### src/rtl/fetch.sv
// Instruction fetch stage: assembles one little-endian instruction from four
// byte-wide memory reads, then pulses ready towards decode and advances the PC.
module fetch #(
  parameter int unsigned            M_WIDTH    = 8,
  parameter int unsigned            ADDR_WIDTH = 8,
  parameter int unsigned            INST_WIDTH = 32,
  parameter logic [ADDR_WIDTH-1:0]  RESET_PC   = '0,
  parameter logic [INST_WIDTH-1:0]  RESET_INST = INST_WIDTH'(32'h0000_0013)
) (
  input  logic                  clk,
  input  logic                  rst,
  input  logic                  en,
  input  logic                  pc_load,
  input  logic [ADDR_WIDTH-1:0] pc_next,
  output logic                  mem_req,
  output logic [ADDR_WIDTH-1:0] mem_addr,
  input  logic [M_WIDTH-1:0]    mem_data,
  input  logic                  mem_ack,
  output logic [INST_WIDTH-1:0] inst,
  output logic [ADDR_WIDTH-1:0] pc,
  output logic                  busy,
  output logic                  ready
);

  localparam int unsigned BYTES    = INST_WIDTH / M_WIDTH;
  localparam int unsigned IDX_W    = (BYTES > 1) ? $clog2(BYTES) : 1;
  localparam int unsigned SHADOW_W = INST_WIDTH - M_WIDTH;
  localparam logic [IDX_W-1:0] LAST_IDX = IDX_W'(BYTES - 1);

  typedef enum logic [1:0] {IDLE, FETCH, DONE} state_t;

  state_t                state_q;
  state_t                state_d;
  logic [IDX_W-1:0]      idx_q;
  logic [SHADOW_W-1:0]   shadow_q;

  // State register
  always_ff @(posedge clk) begin
    if (rst) state_q <= IDLE;
    else     state_q <= state_d;
  end

  // Next-state logic; redirect wins over a fetch request in the same cycle
  always_comb begin
    state_d = state_q;
    case (state_q)
      IDLE:    if (!pc_load && en) state_d = FETCH;
      FETCH:   if (mem_ack && (idx_q == LAST_IDX)) state_d = DONE;
      DONE:    state_d = IDLE;
      default: state_d = IDLE;
    endcase
  end

  // Memory request decode
  always_comb begin
    mem_req  = 1'b0;
    mem_addr = '0;
    if (state_q == FETCH) begin
      mem_req  = 1'b1;
      mem_addr = pc + ADDR_WIDTH'(idx_q);
    end
  end

  // Datapath: byte assembly into the shadow buffer keeps inst stable mid-fetch
  always_ff @(posedge clk) begin
    if (rst) begin
      pc       <= RESET_PC;
      inst     <= RESET_INST;
      idx_q    <= '0;
      shadow_q <= '0;
      ready    <= 1'b0;
      busy     <= 1'b0;
    end else begin
      ready <= 1'b0;
      busy  <= (state_d != IDLE);
      case (state_q)
        IDLE: begin
          if (pc_load) pc    <= pc_next;
          else if (en) idx_q <= '0;
        end
        FETCH: begin
          if (mem_ack) begin
            if (idx_q == LAST_IDX) begin
              inst  <= {mem_data, shadow_q};
              ready <= 1'b1;
            end else begin
              shadow_q[int'(idx_q)*M_WIDTH +: M_WIDTH] <= mem_data;
              idx_q <= idx_q + IDX_W'(1);
            end
          end
        end
        DONE:    pc <= pc + ADDR_WIDTH'(BYTES);
        default: ;
      endcase
    end
  end

endmodule
### config.mk
export PLATFORM = sky130hd
export DESIGN_NAME = fetch
export DESIGN_NICKNAME = d
export VERILOG_FILES = /design/src/rtl/fetch.sv
export SDC_FILE = /design/constraint.sdc
export NUM_CORES = 1
export LEC_CHECK = 0
export CAP_MARGIN = 25
export CELL_PAD_IN_SITES_DETAIL_PLACEMENT = 1
export CELL_PAD_IN_SITES_GLOBAL_PLACEMENT = 1
export CORE_ASPECT_RATIO = 0.5
export CORE_MARGIN = 2
export CORE_UTILIZATION = 39
export CTS_CLUSTER_DIAMETER = 200
export DETAILED_ROUTE_END_ITERATION = 6
export PLACE_DENSITY_LB_ADDON = 0.25
export SETUP_SLACK_MARGIN = 0.02
export SLEW_MARGIN = 20
export SYNTH_ARGS = -nofsm -noshare
export SYNTH_HDL_FRONTEND = slang
export SYNTH_SLANG_ARGS = --single-unit
### constraint.sdc
create_clock -name clk -period 4.55 [get_ports clk]
set_clock_uncertainty 0.2 [all_clocks]
set_input_delay 0.91 -clock clk [delete_from_list [all_inputs] [get_ports clk]]
set_output_delay 0.91 -clock clk [all_outputs]
set_load 0.02 [all_outputs]
==> metrics, run 1 <==
num rows=22; area grow syn2layout=34.8%; Period minus WS final=around 3.6 ns; critical path arrival=around 2.5 ns; synthesized area per cell=about 8.1 µm²; vias per cell=between 5 and 6; clock sink count=70; Least-Margin Pin Slew=between 0.9 and 1 ns; Final Cycle Share=around four fifths; DRT iter0 DRCs=~150; via count=2860; Root Buffer=clkbuf_16; initial antenna violation count=0; Die Span X=roughly 130 µm; Cell Chain, Critical Path=nand2b_1 > inv_1 > nand2b_1 > o41ai_1 > clkdlybuf4s50_1; CTS Hold Buffers Added=0; area leader, netlist=dfxtp_1; Worst-path clk slew=0.06 ns; Max VDD drop=a little over 200 µV; antenna-violating nets left=0; RSZ-0062 raised after global routing=no; pwr dens=about 370 mW/mm²; R2R depth=5; Post-synth top cells=nand2_1, dfxtp_1, a21oi_1, o21ai_0, nand4_1; total grt overflow=0; layout cells sized above 1=approximately 6%; most common cell in the synthesized netlist=nand2_1; # setup viols final=0; CP Max Fanout=14; CP Class=reg -> out; largest net degree at the start of global routing=40; Syn. warnings=0; Hold WC Path Type=reg -> reg; status=completed; Max transition margin=39.1%; CP Launch Type=flip-flop; Net Count, Synth=~400; post-synthesis register bit count=70; core area=between 0.007 and 0.008 mm²; post-CTS setup buffers=0; Yosys cell types=46; total power=1510 µW; Setup crit end kind=output port; Most used DFF post-synth=dfxtp_1; Req. time, crit path=approximately 3.4 ns; CP most frequent cell=nand2b_1; # nets final=460; fmax=roughly 280 MHz; Initial Util=around 41%; register area=around 0.0014 mm²; I/O Pins=72; drt wl/cell=about 17 µm; maxcap violations=0; number of CTS-inserted buffers=9; Pre-antenna DRT Iters=4; Max Transition Viols Final=0; share of the synthesized area in the top cell type=~46%; I/O Buffers=between 70 and 80; Setup TNS=0 ns; Critical path buffers and inverters=2; number of flops mapped to enable cells by yosys=0; ranking of synthesized cells by area=dfxtp_1, nand2_1, a21oi_1, nand4_1, o21ai_0; Worst path depth=5; mapped cell area=a little over 0.003 mm²; first-pass GRT wire length=roughly 15000 µm; kind of cell adding the most delay to the critical path=buffers and inverters; CTS tree=yes; gr usage total=between 20% and 30%; DRC violations left=0; vias in the first global route=2916; Final Hold Vio Count=0; CTS H-tree depth=3; Clock Path Buffers=2; Die H=around 66 µm; part of the Yosys area used for sequential elements=around 46%; clk_lat worst skew=between 0.3 and 0.4 ns; Die Area=around 0.0085 mm²; hold path depth=2; multi-input logic area=between 0.001 and 0.0015 mm²; Max stage delay on crit path=roughly 0.67 ns; Antenna Diode Count=0; Fill cells=around 900; routed wire length=just over 9000 µm; Critical-path top delay cell=clkdlybuf4s50_1; Pleak=between 0.001 and 0.0015 µW; RePlAce Congestion=between 0.8 and 0.9; Mapped Cells=approximately 370; CTS-repair resized insts=0; flop2flop setup slack=about 2.1 ns; DP HPWL=6220 µm; fraction of registers with async set/reset=0%
[path summary, 6_finish.rpt]
path / to / startpoint
worst max-delay path: mem_addr[7] / state_q[0]$_SDFF_PP0_
worst min-delay path: inst[20]$_SDFFE_PP0P_ / shadow_q[20]$_SDFFE_PP0P_
worst max register to register: shadow_q[18]$_SDFFE_PP0P_ / idx_q[0]$_SDFFE_PP0P_
worst min register to register: inst[20]$_SDFFE_PP0P_ / shadow_q[20]$_SDFFE_PP0P_
[where the power goes]
| group | internal, µW | switching, µW | leakage [µW] |
|---|---|---|---|
| registers | 622 | 14.2 | 0.000566 |
| logic | 48.1 | 64.4 | 0.000690 |
| clock network | 496 | 268 | 0.000156 |
| total | 1170 | 346 | 0.00141 |
[cell families after synthesis]
family	after synthesis	share of synthesized area (%)
AO/OA/AOI/OAI	83	15.2
XOR/XNOR	4	1.16
adder cells (fa/ha/maj)	9	3.97
buffers and inverters	34	5.33
flip-flops	70	46.3
AND/OR/NAND/NOR	172	28.0
[cells in the final DEF (no fill, tap or decap), types with 3 or more instances in the layout]
cell             Yosys  layout
a21oi_1             39      39
nand4_1             25      25
clkbuf_16            0       9
or3_1                3       3
nand3_1              6       6
nor2b_1              8       8
inv_1                6       6
dfxtp_1             70      70
and2_1               4       4
nand2_1             99      99
ha_1                 8       8
nand2b_1             3       3
clkdlybuf4s50_1      0      70
nor2_1               9       9
o21ai_0             29      29
nand3b_1             3       3
[registers in the layout (all words and copies together), names as in the netlist]
signal    count
state_q       2
idx_q         2
inst         32
ready         1
shadow_q     24
busy          1
pc            8
[stage by stage]
| stage | area (µm²) | utilization, % | worst slack [ns] | hold slack (ns) | cells |
|---|---|---|---|---|---|
| floorplan | 3030 | - | 1.81 | 0.232 | 372 |
| global placement | 3720 | 50.1 | 1.48 | 0.243 | 512 |
| detailed placement | 3740 | 50.3 | 1.40 | 0.247 | 513 |
| CTS | 4060 | 54.7 | 1.01 | 0.256 | 529 |
| global route | 4080 | 54.9 | 0.832 | 0.274 | 531 |
| finish | 4080 | 54.9 | 0.948 | 0.252 | 531 |
[worst reg2reg max path, delay by kind of cell, from the launching register on]
kind            cells  cell delay, ns
compound gates      1            0.13
fa+ha+maj           1            0.40
flops               1            0.52
simple gates        2            0.95
buf+inv             1            0.16
[layer usage]
metal	vias to the layer above	part of all wire, %	GRT usage, %
met4	0	1.2	9.65
met3	9	6.1	5.50
li1	1396	-	-
met2	73	47	39.2
met5	-	0	0
met1	1382	45	27.0
[layout make-up]
cell class                      count  share of cell area (%)
Sequential cell                    70                    34.3
Clock inverter                      5                    1.99
Clock buffer                       11                    5.95
Inverter                            6                   0.552
Multi-Input combinational cell    268                    35.9
Tap cell                           96                    2.94
Timing Repair Buffer               75                    18.3
(Power assumes the default switching activity.)
==> run 2, diff against run 1 <==
- CORE_UTILIZATION: 39 -> 36
- clock period: 4.55 -> 3.65 ns (I/O delays scaled with it)
==> metrics, run 2 (synthesis gave the netlist of run 1 again) <==
Internal=1310 µW (+13%); Least-Margin Pin Slew=0.948 ns (+0.0369 ns); Max transition margin=36.6% (-2.5 points); post-CTS setup buffers=0 (unchanged); Pleak=0.00139 µW (-1.6%); initial antenna violation count=0 (unchanged); Period minus WS final=around 3.3 ns; Die H=68.9 µm (+3.8%); clock sink count=70 (unchanged); # nets final=461 (+0.22%); Largest register FFs=32 (unchanged); Final Hold Vio Count=0 (unchanged); I/O Pins=72 (unchanged); DRT iter0 DRCs=131 (-13%); CTS H-tree depth=3 (unchanged); CTS tree=yes; Fill cells=944 (+7.4%); fmax=about 300 MHz; switching share of power=24.6% (+1.7 points); critical path arrival=2.39 ns (-0.10 ns); RSZ-0062 raised after global routing=no; Placed Cells=532 (+3.7%); Clock power frac=46.6% (-3.9 points); Max VDD drop=306 µV (+52%); largest net degree at the start of global routing=35 (-13%); Hold WC Path Type=reg -> reg; DRC violations left=0 (unchanged); maxcap violations=0 (unchanged); Clock Path Buffers=2 (unchanged); Most flops, register=inst; CTS-repair resized insts=0 (unchanged); Largest regs=inst (32), shadow_q (24), pc (8); vias per cell=5.21 (-3.2%); Req. time, crit path=2.72 ns (-0.72 ns); Max Transition Viols Final=0 (unchanged); drt wl/cell=16.7 µm (-4.4%); Worst-path clk slew=0.06 ns (about the same); # setup viols final=0 (unchanged); Pre-antenna DRT Iters=4 (unchanged); CTS Hold Buffers Added=0 (unchanged); Initial Util=37.5% (-3.3 points); number of CTS-inserted buffers=9 (unchanged); Setup TNS=0 ns (unchanged); area grow syn2layout=33.7%; Root Buffer=clkbuf_16; via count=2857 (-0.10%); most common cell after layout, fill and taps aside=nand2_1; Die Area=0.00921 mm² (+7.9%); final std cells w/o fill=548 (+3.2%); Antenna Diode Count=0 (unchanged); vias in the first global route=2929 (+0.45%); layout cells sized above 1=6.19% (+0.22 points); pwr dens=430 mW/mm² (+16%); commonest non-fill, non-tap cells in the layout=nand2_1, dfxtp_1, clkdlybuf4s50_1; sw power=429 µW (+24%); RePlAce Congestion=0.852 (-3.0%); core area=0.00809 mm² (+8.8%); Final Cycle Share=around nine tenths; Reg power frac=45.5% (+3.4 points); I/O Buffers=71 (unchanged); CP Class=reg -> out; first-pass GRT wire length=14900 µm (+2.3%); Setup crit end kind=output port; CP Max Fanout=6 (-8); CP Launch Type=flip-flop; clk_lat worst skew=0.33 ns (about the same); routed wire length=9160 µm (-1.4%); total grt overflow=0 (unchanged); combinational share of power=7.9% (+0.5 points); antenna-violating nets left=0 (unchanged); final hold slack=0.254 ns (+0.00162 ns); status=completed; DP HPWL=6600 µm (+6.1%); Die Span X=134 µm (+4.0%); gr usage total=21.1% (-1.4 points); num rows=23 (+4.5%)
[run 2: final timing paths]
check / startpoint / endpoint / slack [ns] / depth (start not counted)
min reg2reg: inst[10]$_SDFFE_PP0P_ / inst[10]$_SDFFE_PP0P_ / 0.25 / 2
min: inst[10]$_SDFFE_PP0P_ / inst[10]$_SDFFE_PP0P_ / 0.25 / 2
max reg2reg: idx_q[0]$_SDFFE_PP0P_ / shadow_q[18]$_SDFFE_PP0P_ / 1.24 / 5
max: idx_q[1]$_SDFFE_PP0P_ / mem_addr[7] / 0.33 / 5
[run 2: final cells by class]
cell class                 count  area (µm²)  share of cell area, %
clock buffer                  11         243                   5.99
clock inverter                 5        33.8                  0.834
inverter                       6        22.5                  0.556
multi-input combinational    268        1470                   36.2
sequential                    70        1400                   34.6
tap                          112         140                   3.46
timing repair buffer          76         743                   18.4
[run 2: routing by layer]
metal  vias to the layer above  track usage, %  wire length (µm)
met3                        13            6.36               377
li1                       1398               -                 -
met1                      1383            25.5              4410
met2                        63            37.8              4250
met4                         0            5.45               126
met5                         -               0                 0
[run 2: power by group through the flow]
stage	registers (µW)	clock network (µW)	logic, µW
floorplan	810	0	69.6
global placement	808	0	135
detailed placement	809	0	138
CTS	792	827	138
global route	794	867	150
finish	793	813	137
[run 2: critical path, stage by stage, from the launching register on]
cell and delay, ns:
dfxtp_1 0.48, ha_1 0.29, a21oi_1 0.36, o311ai_0 0.19, o41ai_1 0.09, clkdlybuf4s50_1 0.66
[run 2: through the flow]
stage               area (µm²)  total power [µW]  worst slack, ns  util, %
CTS                       4050              1760            0.343     50.1
detailed placement        3770               947            0.714     46.7
finish                    4050              1740            0.327     50.1
global placement          3770               943            0.783     46.7
global route              4050              1810            0.192     50.1
floorplan                 3030               879             1.09        -
